===== config.mk =====
export PLATFORM = sky130hd
export DESIGN_NAME = core_reg_file
export DESIGN_NICKNAME = d
export VERILOG_FILES = /design/src/rtl/core_reg_file.sv
export SDC_FILE = /design/constraint.sdc
export NUM_CORES = 1
export LEC_CHECK = 0
export ABC_AREA = 0
export BUFFER_PORTS_ARGS = -buffer_cell sky130_fd_sc_hd__buf_2
export CELL_PAD_IN_SITES_DETAIL_PLACEMENT = 0
export CELL_PAD_IN_SITES_GLOBAL_PLACEMENT = 1
export CORE_MARGIN = 4
export CORE_UTILIZATION = 45
export CTS_CLUSTER_DIAMETER = 120
export DETAILED_ROUTE_END_ITERATION = 6
export PLACE_DENSITY_LB_ADDON = 0.08
export REMOVE_ABC_BUFFERS = 1
export SYNTH_ARGS = -nofsm -noshare
export SYNTH_HDL_FRONTEND = slang
export SYNTH_SLANG_ARGS = --single-unit

===== constraint.sdc =====
create_clock -name clk -period 4.67 [get_ports clk]
set_input_delay 0.7005 -clock clk [delete_from_list [all_inputs] [get_ports clk]]
set_output_delay 0.7005 -clock clk [all_outputs]
set_load 0.005 [all_outputs]

===== src/rtl/core_reg_file.sv =====
// rtl/core_reg_file.sv - banked register file with init sweep, write-through reads and issue scoreboard
module core_reg_file #(
    parameter int              WIDTH      = 32,
    parameter int              ENTRIES    = 30,
    parameter logic [WIDTH-1:0] INIT_VALUE = '0
) (
    input  logic             clk,
    input  logic             rst,
    input  logic [4:0]       rd_index_a,
    input  logic [4:0]       rd_index_b,
    output logic [WIDTH-1:0] rd_value_a,
    output logic [WIDTH-1:0] rd_value_b,
    output logic             pending_a,
    output logic             pending_b,
    input  logic             wr_enable,
    input  logic [4:0]       wr_index,
    input  logic [WIDTH-1:0] wr_value,
    input  logic             mark_enable,
    input  logic [4:0]       mark_index,
    output logic             pending_any,
    output logic             busy
);

    localparam logic [5:0] NUM_ENTRIES = 6'(ENTRIES);
    localparam logic [4:0] LAST_ENTRY  = 5'(ENTRIES - 1);

    typedef enum logic {
        INIT,
        RUN
    } state_t;

    state_t               state;
    state_t               next_state;
    logic [4:0]           sweep_ctr;
    logic [WIDTH-1:0]     entry [ENTRIES];
    logic [ENTRIES-1:0]   scoreboard;
    logic [ENTRIES-1:0]   scoreboard_next;
    logic [WIDTH-1:0]     rd_next_a;
    logic [WIDTH-1:0]     rd_next_b;
    logic                 wr_hit;
    logic                 mark_hit;

    function automatic logic in_range(input logic [4:0] idx);
        return {1'b0, idx} < NUM_ENTRIES;
    endfunction

    always_ff @(posedge clk) begin
        if (rst) begin
            state <= INIT;
        end else begin
            state <= next_state;
        end
    end

    always_comb begin
        next_state = state;
        busy       = 1'b0;
        case (state)
            INIT: begin
                busy = 1'b1;
                if (sweep_ctr == LAST_ENTRY) begin
                    next_state = RUN;
                end
            end
            RUN: begin
                next_state = RUN;
            end
            default: next_state = INIT;
        endcase
    end

    always_ff @(posedge clk) begin
        if (rst) begin
            sweep_ctr <= '0;
        end else if (state == INIT) begin
            sweep_ctr <= sweep_ctr + 5'd1;
        end
    end

    // Out-of-range indices never touch storage or scoreboard
    assign wr_hit   = (state == RUN) && wr_enable && in_range(wr_index);
    assign mark_hit = (state == RUN) && mark_enable && in_range(mark_index);

    always_ff @(posedge clk) begin
        if (!rst) begin
            if (state == INIT) begin
                entry[sweep_ctr] <= INIT_VALUE;
            end else if (wr_hit) begin
                entry[wr_index] <= wr_value;
            end
        end
    end

    // Clear before set so a same-index mark overrides the writeback
    always_comb begin
        scoreboard_next = scoreboard;
        if (wr_hit) begin
            scoreboard_next[wr_index] = 1'b0;
        end
        if (mark_hit) begin
            scoreboard_next[mark_index] = 1'b1;
        end
    end

    always_ff @(posedge clk) begin
        if (rst || state == INIT) begin
            scoreboard <= '0;
        end else begin
            scoreboard <= scoreboard_next;
        end
    end

    always_comb begin
        rd_next_a = '0;
        if (in_range(rd_index_a)) begin
            if (wr_enable && wr_index == rd_index_a) begin
                rd_next_a = wr_value;
            end else begin
                rd_next_a = entry[rd_index_a];
            end
        end
    end

    always_comb begin
        rd_next_b = '0;
        if (in_range(rd_index_b)) begin
            if (wr_enable && wr_index == rd_index_b) begin
                rd_next_b = wr_value;
            end else begin
                rd_next_b = entry[rd_index_b];
            end
        end
    end

    always_ff @(posedge clk) begin
        if (rst || state == INIT) begin
            rd_value_a <= '0;
            rd_value_b <= '0;
        end else begin
            rd_value_a <= rd_next_a;
            rd_value_b <= rd_next_b;
        end
    end

    // A writeback landing this cycle already resolves the dependency
    assign pending_a = (state == RUN) && in_range(rd_index_a) && scoreboard[rd_index_a]
                       && !(wr_enable && wr_index == rd_index_a);
    assign pending_b = (state == RUN) && in_range(rd_index_b) && scoreboard[rd_index_b]
                       && !(wr_enable && wr_index == rd_index_b);

    assign pending_any = |scoreboard;

endmodule


# Word level (Yosys, flattened, before mapping)
# Memory sizes are Yosys's and may differ from the RTL's. A register that Yosys moved wholly into a read port is not among the register bits.
# Cells that the tools add are included.
[classes] add_sub_neg=1 eq_ne=3 magnitude_cmp=10 reduce_logical=21 bitwise=6 shifts=0 mul=0 mux=22 div=0
[op_table] op="2-to-1 mux 30 bit" count=2
[op_table] op="2-to-1 mux 32 bit" count=1
[op_table] op="OR reduction 32 bit" count=1
[op_table] op="AND 30 bit" count=1
[op_table] op="NOT 30 bit" count=1
[op_table] op="OR 30 bit" count=1
[op_table] op="OR reduction 30 bit" count=1
[op_table] op="less-than comparator 5 x 6 -> 1 bit (second input constant)" count=4
[op_table] op="less-than comparator 5 bit (second input constant)" count=4
[op_table] op="logical AND 1 bit" count=14
[op_table] op="2-to-1 mux 1 bit" count=13
[op_table] op="binary-select mux 1 bit (select 5 bit)" count=2
[op_table] op="demux 1 bit (select 5 bit)" count=2
[op_table] op="== test 5 bit" count=2
[op_table] op=">= comparator 5 x 1 -> 1 bit (second input constant)" count=2
[op_table] op="adder 5 x 1 -> 5 bit (second input constant)" count=1
[op_table] op="== test 5 bit (second input constant)" count=1
[op_table] op="2-to-1 mux 5 bit" count=1
[op_table] op="OR reduction 2 bit" count=2
[op_table] op="NOT 1 bit" count=3
[op_table] op="logical NOT 1 bit" count=2
[op_table] op="case mux 1 bit (2 select lines)" count=1
[op_table] op="logical OR 1 bit" count=1
[word_totals] latchBits=0 romBits=0 out_inout_bits=68 n_memories=1 inputBits=56 mem_bits_rw=960 register_bits=36 wordCells=67
[memory_table] memory="entry" depth=30 width=32 read_ports=2 rd_ports_with_merged_regs=2 wr=1 line_no="35" rtl="logic [WIDTH-1:0] entry [ENTRIES];"

# Depth between registers and ports, before layout
# Gate-level depths: netlist of the first run.
[logic_depth] word_depth=9 depth_mapped=11 mapped_depth_nobuf=6

# Worst setup path after synthesis of the first run
# OpenSTA, ideal clock, no wires.
[synth_path] path_kind="input-to-reg" startpoint="input wr_index[1]" endpoint="memory entry[24][0], enable pin" path_buffers=3 required_time_ns=4.249 setup_time_ns=0.421 cell_stages=9 arrival_ns=3.364 path_slack_ns=0.885 cell_sequence="buf_2 -> and4_1 -> buf_2 -> nor2_2 -> clkbuf_1 -> nand3_1 -> o21ai_0 -> nand2_1 -> nor2_1"
[synth_between] elab_chain_len=8 word_cells_on_any_way=9 cone_classes="order compare (1); mux (6); reduce/logical (2)"
[synth_rtl] item="from (decl)" line_no="16" rtl="input logic [4:0] wr_index,"
[synth_rtl] item="less-than comparator 5 bit" line_no="44" rtl="return {1'b0, idx} < NUM_ENTRIES;"
[synth_rtl] item="logical AND 1 bit" line_no="81" rtl="assign wr_hit = (state == RUN) && wr_enable && in_range(wr_index);"
[synth_rtl] item="2-to-1 mux 1 bit" line_no="88" rtl="end else if (wr_hit) begin"
[synth_rtl] item="2-to-1 mux 1 bit" line_no="86" rtl="if (state == INIT) begin"
[synth_rtl] item="2-to-1 mux 1 bit" line_no="85" rtl="if (!rst) begin"
[synth_rtl] item="2-to-1 mux 1 bit (not written as such)" line_no="89" rtl="entry[wr_index] <= wr_value;"
[synth_rtl] item="OR reduction 32 bit (no source line)"
[synth_rtl] item="2-to-1 mux 5 bit (no source line) / 2-to-1 mux 1 bit (equally long branches)"
[synth_rtl] item="to (decl)" line_no="35"
# Parallel ways exist; a longest one is shown, timed or not.

# Worst setup path in the final report of the first run
[layout_path] startpoint="register state" endpoint="register rd_value_a[20], read port of entry"
[layout_between] elab_chain_len=3
[layout_rtl] item="from (decl)" line_no="32" rtl="state_t state;"
[layout_rtl] item="from (signal assigned)" line_no="51" rtl="state <= next_state;"
[layout_rtl] item="NOT 1 bit"
[layout_rtl] item="logical OR 1 bit" line_no="136" rtl="if (rst || state == INIT) begin"
[layout_rtl] item="OR reduction 2 bit (no source line)"
[layout_rtl] item="to (decl)" line_no="11" rtl="output logic [WIDTH-1:0] rd_value_a,"
# No other way between the ends.
# A chain may end at the register's enable or synchronous reset.

==> results of run 1 <==
power breakdown:
group / switching (W) / internal, W
Clock: 0.00379 / 0.00543
Sequential: 0.0000255 / 0.0103
Combinational: 0.000878 / 0.000576
sequential cells by signal (all words and copies together) (netlist names):
register,flops
rd_value_a,32
state,1
scoreboard,30
sweep_ctr,5
rd_value_b,32
entry,960
final cells by class:
cell class	instances	area, µm²	share of cell area [%]
tap	1414	1769	3.151
multi-input combinational	1611	17570	31.28
clock buffer	160	3167	5.640
sequential	1060	30830	54.91
clock inverter	54	640.6	1.141
timing repair buffer	273	2068	3.683
inverter	29	108.9	0.1939
how the worst max path moves through the flow:
stage | start | slack (ps) | to
after detailed placement | rst | 970 | rd_value_a[20]
final | state | 1150 | rd_value_a[20]
after floorplan | rst | 860 | entry[24][0]
after global routing | state | 890 | rd_value_a[20]
after CTS | state | 1130 | rd_value_a[20]
after global placement | rst | 970 | rd_value_a[12]
critical path, cell delays in order (launching register included):
cell and delay, ps:
dfxtp_1 710, and3b_1 590, nand4_1 140, a2111oi_1 720
and3_2 600, buf_4 370, nand2_1 100, a21oi_1 190
logic make-up (layout without fill, tap and decap cells):
group,count (synthesis),count (layout),share of synthesized area (%)
AO/OA/AOI/OAI,483,483,6.395
XOR/XNOR,20,20,0.3708
adder cells (fa/ha/maj),2,2,0.05079
buffers and inverters,252,516,2.349
flip-flops,1060,1060,62.58
multiplexers,706,706,24.40
AND/OR/NAND/NOR,400,400,3.850
per-layer routing:
| layer | track usage (%) | share of wire, % | up-vias |
|---|---|---|---|
| li1 | - | - | 12470 |
| met1 | 39.36 | 41 | 16310 |
| met2 | 46.43 | 49 | 1400 |
| met3 | 3.794 | 7.3 | 223 |
| met4 | 8.427 | 2.9 | 0 |
| met5 | 0 | 0 | - |
placed cells by master (no fill, tap or decap), types with 7 or more instances in the layout:
| cell | n |
|---|---|
| edfxtp_1 | 960 |
| mux4_2 | 392 |
| mux2i_1 | 274 |
| nand2_1 | 169 |
| buf_4 | 133 |
| a21oi_1 | 121 |
| clkbuf_16 | 115 |
| buf_2 | 114 |
| dfxtp_1 | 100 |
| o22ai_1 | 83 |
| o21ai_0 | 64 |
| a22oi_1 | 60 |
| a211oi_1 | 51 |
| nand3_1 | 48 |
| mux2_2 | 37 |
| nor2_1 | 36 |
| nor2_4 | 34 |
| clkbuf_1 | 33 |
| o211ai_1 | 31 |
| inv_1 | 28 |
| nor4_1 | 23 |
| buf_12 | 22 |
| a22o_1 | 17 |
| clkinv_2 | 17 |
| clkinv_1 | 15 |
| nand2b_1 | 14 |
| bufinv_16 | 13 |
| clkbuf_8 | 13 |
| and3_1 | 11 |
| xnor2_1 | 11 |
| nor3_1 | 11 |
| nor2b_1 | 9 |
| a31oi_1 | 9 |
| xor2_1 | 8 |
| nand3b_1 | 7 |
| a311oi_1 | 7 |
metrics by stage:
step	instances	setup slack [ps]	hold slack [ps]	area, µm²	util, %
6_report	4601	1145	292.9	56150	51.65
5_1_grt	4601	892.3	277.2	56150	51.65
4_1_cts	4601	1128	243.8	56150	51.65
3_5_place_dp	4387	967.6	505.2	52340	48.15
3_3_place_gp	4387	965.7	494.7	52340	48.15
2_1_floorplan	2700	864.4	467.8	48220	-
==> results.json, run 1 <==
{
  "hold_depth": 3,
  "relSlewSlack_pct": 23.97,
  "netlist_area_um2": 49260,
  "synth-edff-count": 960,
  "drc": 0,
  "postSynthAreaPerCell_um2": 16.85,
  "r2r_end": "rd_value_a[20]",
  "die_h_um": 338.9,
  "peakVddDrop_mv": 0.2811,
  "drtIter0Drc": 3430,
  "drive_above_1_share_pct": 28.90,
  "worstSkewPairLatency_ps": 710,
  "n_fill_cell": 8906,
  "ctsResizeCount": 0,
  "yosys.cell_count.top_type": "edfxtp_1",
  "cts_tree": "done",
  "synthTopCellsByArea": "edfxtp_1 (59%), mux4_2 (18%), mux2i_1 (5.6%)",
  "track_usage_pct": 28.15,
  "post_cts_buffers": 0,
  "grt_start_max_net_pins": 83,
  "cts.sinks": 1060,
  "hold_violations": 0,
  "port_buffers": 123,
  "cts-hold-fix-buffers": 0,
  "netlist.area_leader.share_pct": 58.52,
  "leakagePower_nw": 19.83,
  "yosysWarnings": 0,
  "hpwl_um": 99190,
  "place_congestion": 0.8186,
  "critPathMaxFanout": 16,
  "holdPathEnd": "rd_value_b[11]",
  "finalSetupViolations": 0,
  "clock_path_buffers": 3,
  "r2r_start": "state",
  "status": "finished, final reports clean",
  "max_slew.worst_pin.slew_ps": 1140,
  "end_kind": "flop",
  "cts_buffers": 114,
  "die_x_um": 338.9,
  "dieArea_um2": 114800,
  "io_pins": 124,
  "antenna_found_initial": 2,
  "critPathKind": "flop to flop",
  "p_total_w": 0.02096,
  "nets": 3147,
  "rrSetupSlack_ps": 1150,
  "skew_ps": 25.79,
  "vias_per_cell": 6.609,
  "ant_nets": 0,
  "synth_cell_types": 69,
  "initial_core_util_pct": 45.32,
  "rows": 121,
  "min_from": "wr_value[11]",
  "grt_setup_unrepaired": "false",
  "cts_root_buffer": "clkbuf_16",
  "synth_common_cells": "edfxtp_1 (960), mux4_2 (392), mux2i_1 (274)",
  "ys_seq_elements": 1060,
  "fin_crit_ps": 3525,
  "num_vias": 30410,
  "synth_area_leader_cell": "edfxtp_1",
  "synthArstFlopShare_pct": 0,
  "grt_pass1_vias": 30870,
  "diodes": 0,
  "worst_setup_path_start_kind": "flop",
  "wl_per_cell_um": 35.53,
  "htree_levels": 3,
  "cp.required_ps": 5280,
  "grt_overflow_total": 0,
  "worst-r2r-cell-count": 7,
  "cap_violations": 0,
  "seq_area_frac_synth_pct": 62.58,
  "holdCritPathClass": "input port to flop",
  "slew_viol_final": 0,
  "fin_setup_tns_ps": 0,
  "firstDrtPassIters": 6,
  "grt_pass1_wl_um": 231300,
  "syn_to_final_growth_pct": 13.98,
  "wl_um": 163500,
  "clk_pin_slew_ps": 70,
  "fin_crit_sh_pct": 75.48,
  "syn_inst": 2923,
  "power_density_nw_per_um2": 373.3,
  "synthFlopType": "edfxtp_1",
  "fmax_mhz": 283.7,
  "core_um2": 108700,
  "cp.arrival_ps": 4130
}
Power figures use the tool's default switching activity.
==> run 2: changes to the inputs <==
==> constraint.sdc (replaced) <==
create_clock -name clk -period 3.63 [get_ports clk]
set_input_delay 0.5445 -clock clk [delete_from_list [all_inputs] [get_ports clk]]
set_output_delay 0.5445 -clock clk [all_outputs]
set_load 0.005 [all_outputs]
==> run 2 against run 1 <==
Effect of this change: first-iteration DRC count rose by 15%; largest cell class unchanged; via count rose by 2.6%; clock-buffer cell count fell by 2; clock skew rose by 20 ps; global-route usage rose by 1.5 points; sequential share of layout area fell by 1.0 points; sequential cell count did not move; cell count rose by 1.9%; clock power rose by 27%; highest routed layer unchanged; design area rose by 1.9%.
==> results.json, run 2 (synthesized netlist as in run 1, its figures left out) <==
{
  "grt_overflow_total": 0,
  "cap_violations": 0,
  "end_kind": "flop",
  "drtIter0Drc": 3938,
  "rows": 121,
  "pre_cts_ws_ps": 369.7,
  "holdCritPathClass": "input port to flop",
  "mostFrequentLayoutCell": "edfxtp_1",
  "io_pins": 124,
  "finalSetupViolations": 0,
  "cts_tree": "done",
  "final_cells": 4687,
  "p_total_w": 0.02689,
  "critPathKind": "flop to flop",
  "slew_viol_final": 0,
  "drive_above_1_share_pct": 30.68,
  "ctsResizeCount": 0,
  "cp.arrival_ps": 3760,
  "track_usage_pct": 29.68,
  "max_slew.worst_pin.slew_ps": 1048,
  "firstDrtPassIters": 6,
  "antenna_found_initial": 2,
  "diodes": 0,
  "power.clock.fraction_pct": 43.5,
  "cts_root_buffer": "clkbuf_16",
  "dieArea_um2": 114800,
  "die_h_um": 338.9,
  "drc": 0,
  "final_cell_mix": "edfxtp_1 (960), mux4_2 (392), mux2i_1 (274)",
  "vias_per_cell": 6.654,
  "clk_pin_slew_ps": 60,
  "worst_setup_path_start_kind": "flop",
  "grt_setup_unrepaired": "false",
  "largest_registers": "entry (960), rd_value_a (32), rd_value_b (32)",
  "fin_crit_ps": 3179,
  "pwr-share-comb_pct": 7.3,
  "syn_to_final_growth_pct": 16.09,
  "port_buffers": 123,
  "cts_buffers": 114,
  "fin_setup_tns_ps": 0,
  "largest-register": "entry",
  "power_density_nw_per_um2": 470.1,
  "n_fill_cell": 8775,
  "power.internal_w": 0.02080,
  "place_congestion": 0.8460,
  "status": "finished, final reports clean",
  "relSlewSlack_pct": 30.02,
  "grt_start_max_net_pins": 54,
  "skew_ps": 45.57,
  "cts-hold-fix-buffers": 0,
  "ant_nets": 0,
  "power_frac_seq_pct": 49.2,
  "swShare_pct": 22.65,
  "largest_reg_flops": 960,
  "wl_um": 171600,
  "core_um2": 108700,
  "hold_violations": 0,
  "grt_pass1_vias": 31610,
  "cp.required_ps": 4210,
  "grt_pass1_wl_um": 241800,
  "post_cts_buffers": 0,
  "critPathMaxFanout": 21,
  "worstSkewPairLatency_ps": 720,
  "fin_crit_sh_pct": 87.58,
  "num_vias": 31190,
  "leakagePower_nw": 20.37,
  "die_x_um": 338.9,
  "rrSetupSlack_ps": 450,
  "p_sw_w": 0.006091,
  "peakVddDrop_mv": 0.3597,
  "hpwl_um": 103000,
  "worst_slack_ps": 450.8,
  "fmax_mhz": 314.5,
  "htree_levels": 3,
  "wl_per_cell_um": 36.62,
  "initial_core_util_pct": 45.32,
  "cts.sinks": 1060,
  "nets": 3231,
  "placedCellCount": 4471,
  "clock_path_buffers": 3
}
==> run 2: changes by cell type in the layout (fill, tap and decap cells not counted), sizes merged <==
cell	delta
buf	+84
inv	-2
clkinv	+7
bufinv	-3
clkbuf	-2
clkinvlp	+2
==> run 2: metrics by stage <==
step / util (%) / cell area (µm²) / hold WS [ps]
floorplan: - / 48220 / 467.8
global placement: 49.16 / 53440 / 489.0
detailed placement: 49.16 / 53440 / 496.7
CTS: 52.61 / 57190 / 77.22
global route: 52.61 / 57190 / 118.4
finish: 52.61 / 57190 / 123.9
==> run 2: metal layers <==
layer | vias up | GRT usage [%] | wire length [µm]
met5 | - | 0 | 0
met4 | 0 | 10.17 | 6235
met3 | 288 | 4.304 | 14090
met2 | 1654 | 48.25 | 82740
met1 | 16590 | 41.39 | 68550
li1 | 12660 | - | -
==> run 2: cell type report <==
| cell class | count | area, µm² | share of cell area, % |
|---|---|---|---|
| Clock inverter | 58 | 575.6 | 1.006 |
| Tap cell | 1414 | 1769 | 3.093 |
| Clock buffer | 158 | 3173 | 5.548 |
| Timing Repair Buffer | 357 | 3174 | 5.550 |
| Multi-Input combinational cell | 1611 | 17560 | 30.71 |
| Inverter | 29 | 108.9 | 0.1903 |
| Sequential cell | 1060 | 30830 | 53.91 |
==> run 2: final timing paths <==
path	startpoint	to	depth (start not counted)
worst min-delay path	wr_value[10]	rd_value_b[10]	3
worst max register to register	state	rd_value_a[14]	9
worst min register to register	scoreboard[19]	scoreboard[19]	2
worst max-delay path	state	rd_value_a[14]	9
==> run 2: power by group through the flow <==
stage	clock [W]	combinational (W)	sequential [W]
2_1_floorplan	0	0.000875	0.0135
3_3_place_gp	0	0.00195	0.0135
3_5_place_dp	0	0.00196	0.0135
4_1_cts	0.0119	0.00197	0.0132
5_1_grt	0.0124	0.00206	0.0132
6_report	0.0117	0.00197	0.0132
==> run 2: critical path, cell delays in order (launching register included) <==
cell and delay [ps]:
dfxtp_1 610, and3b_1 340, buf_4 230, nand4_1 100, a2111oi_1 670, buf_4 230, and3_2 200, buf_12 270
a211oi_1 80, a211oi_1 320
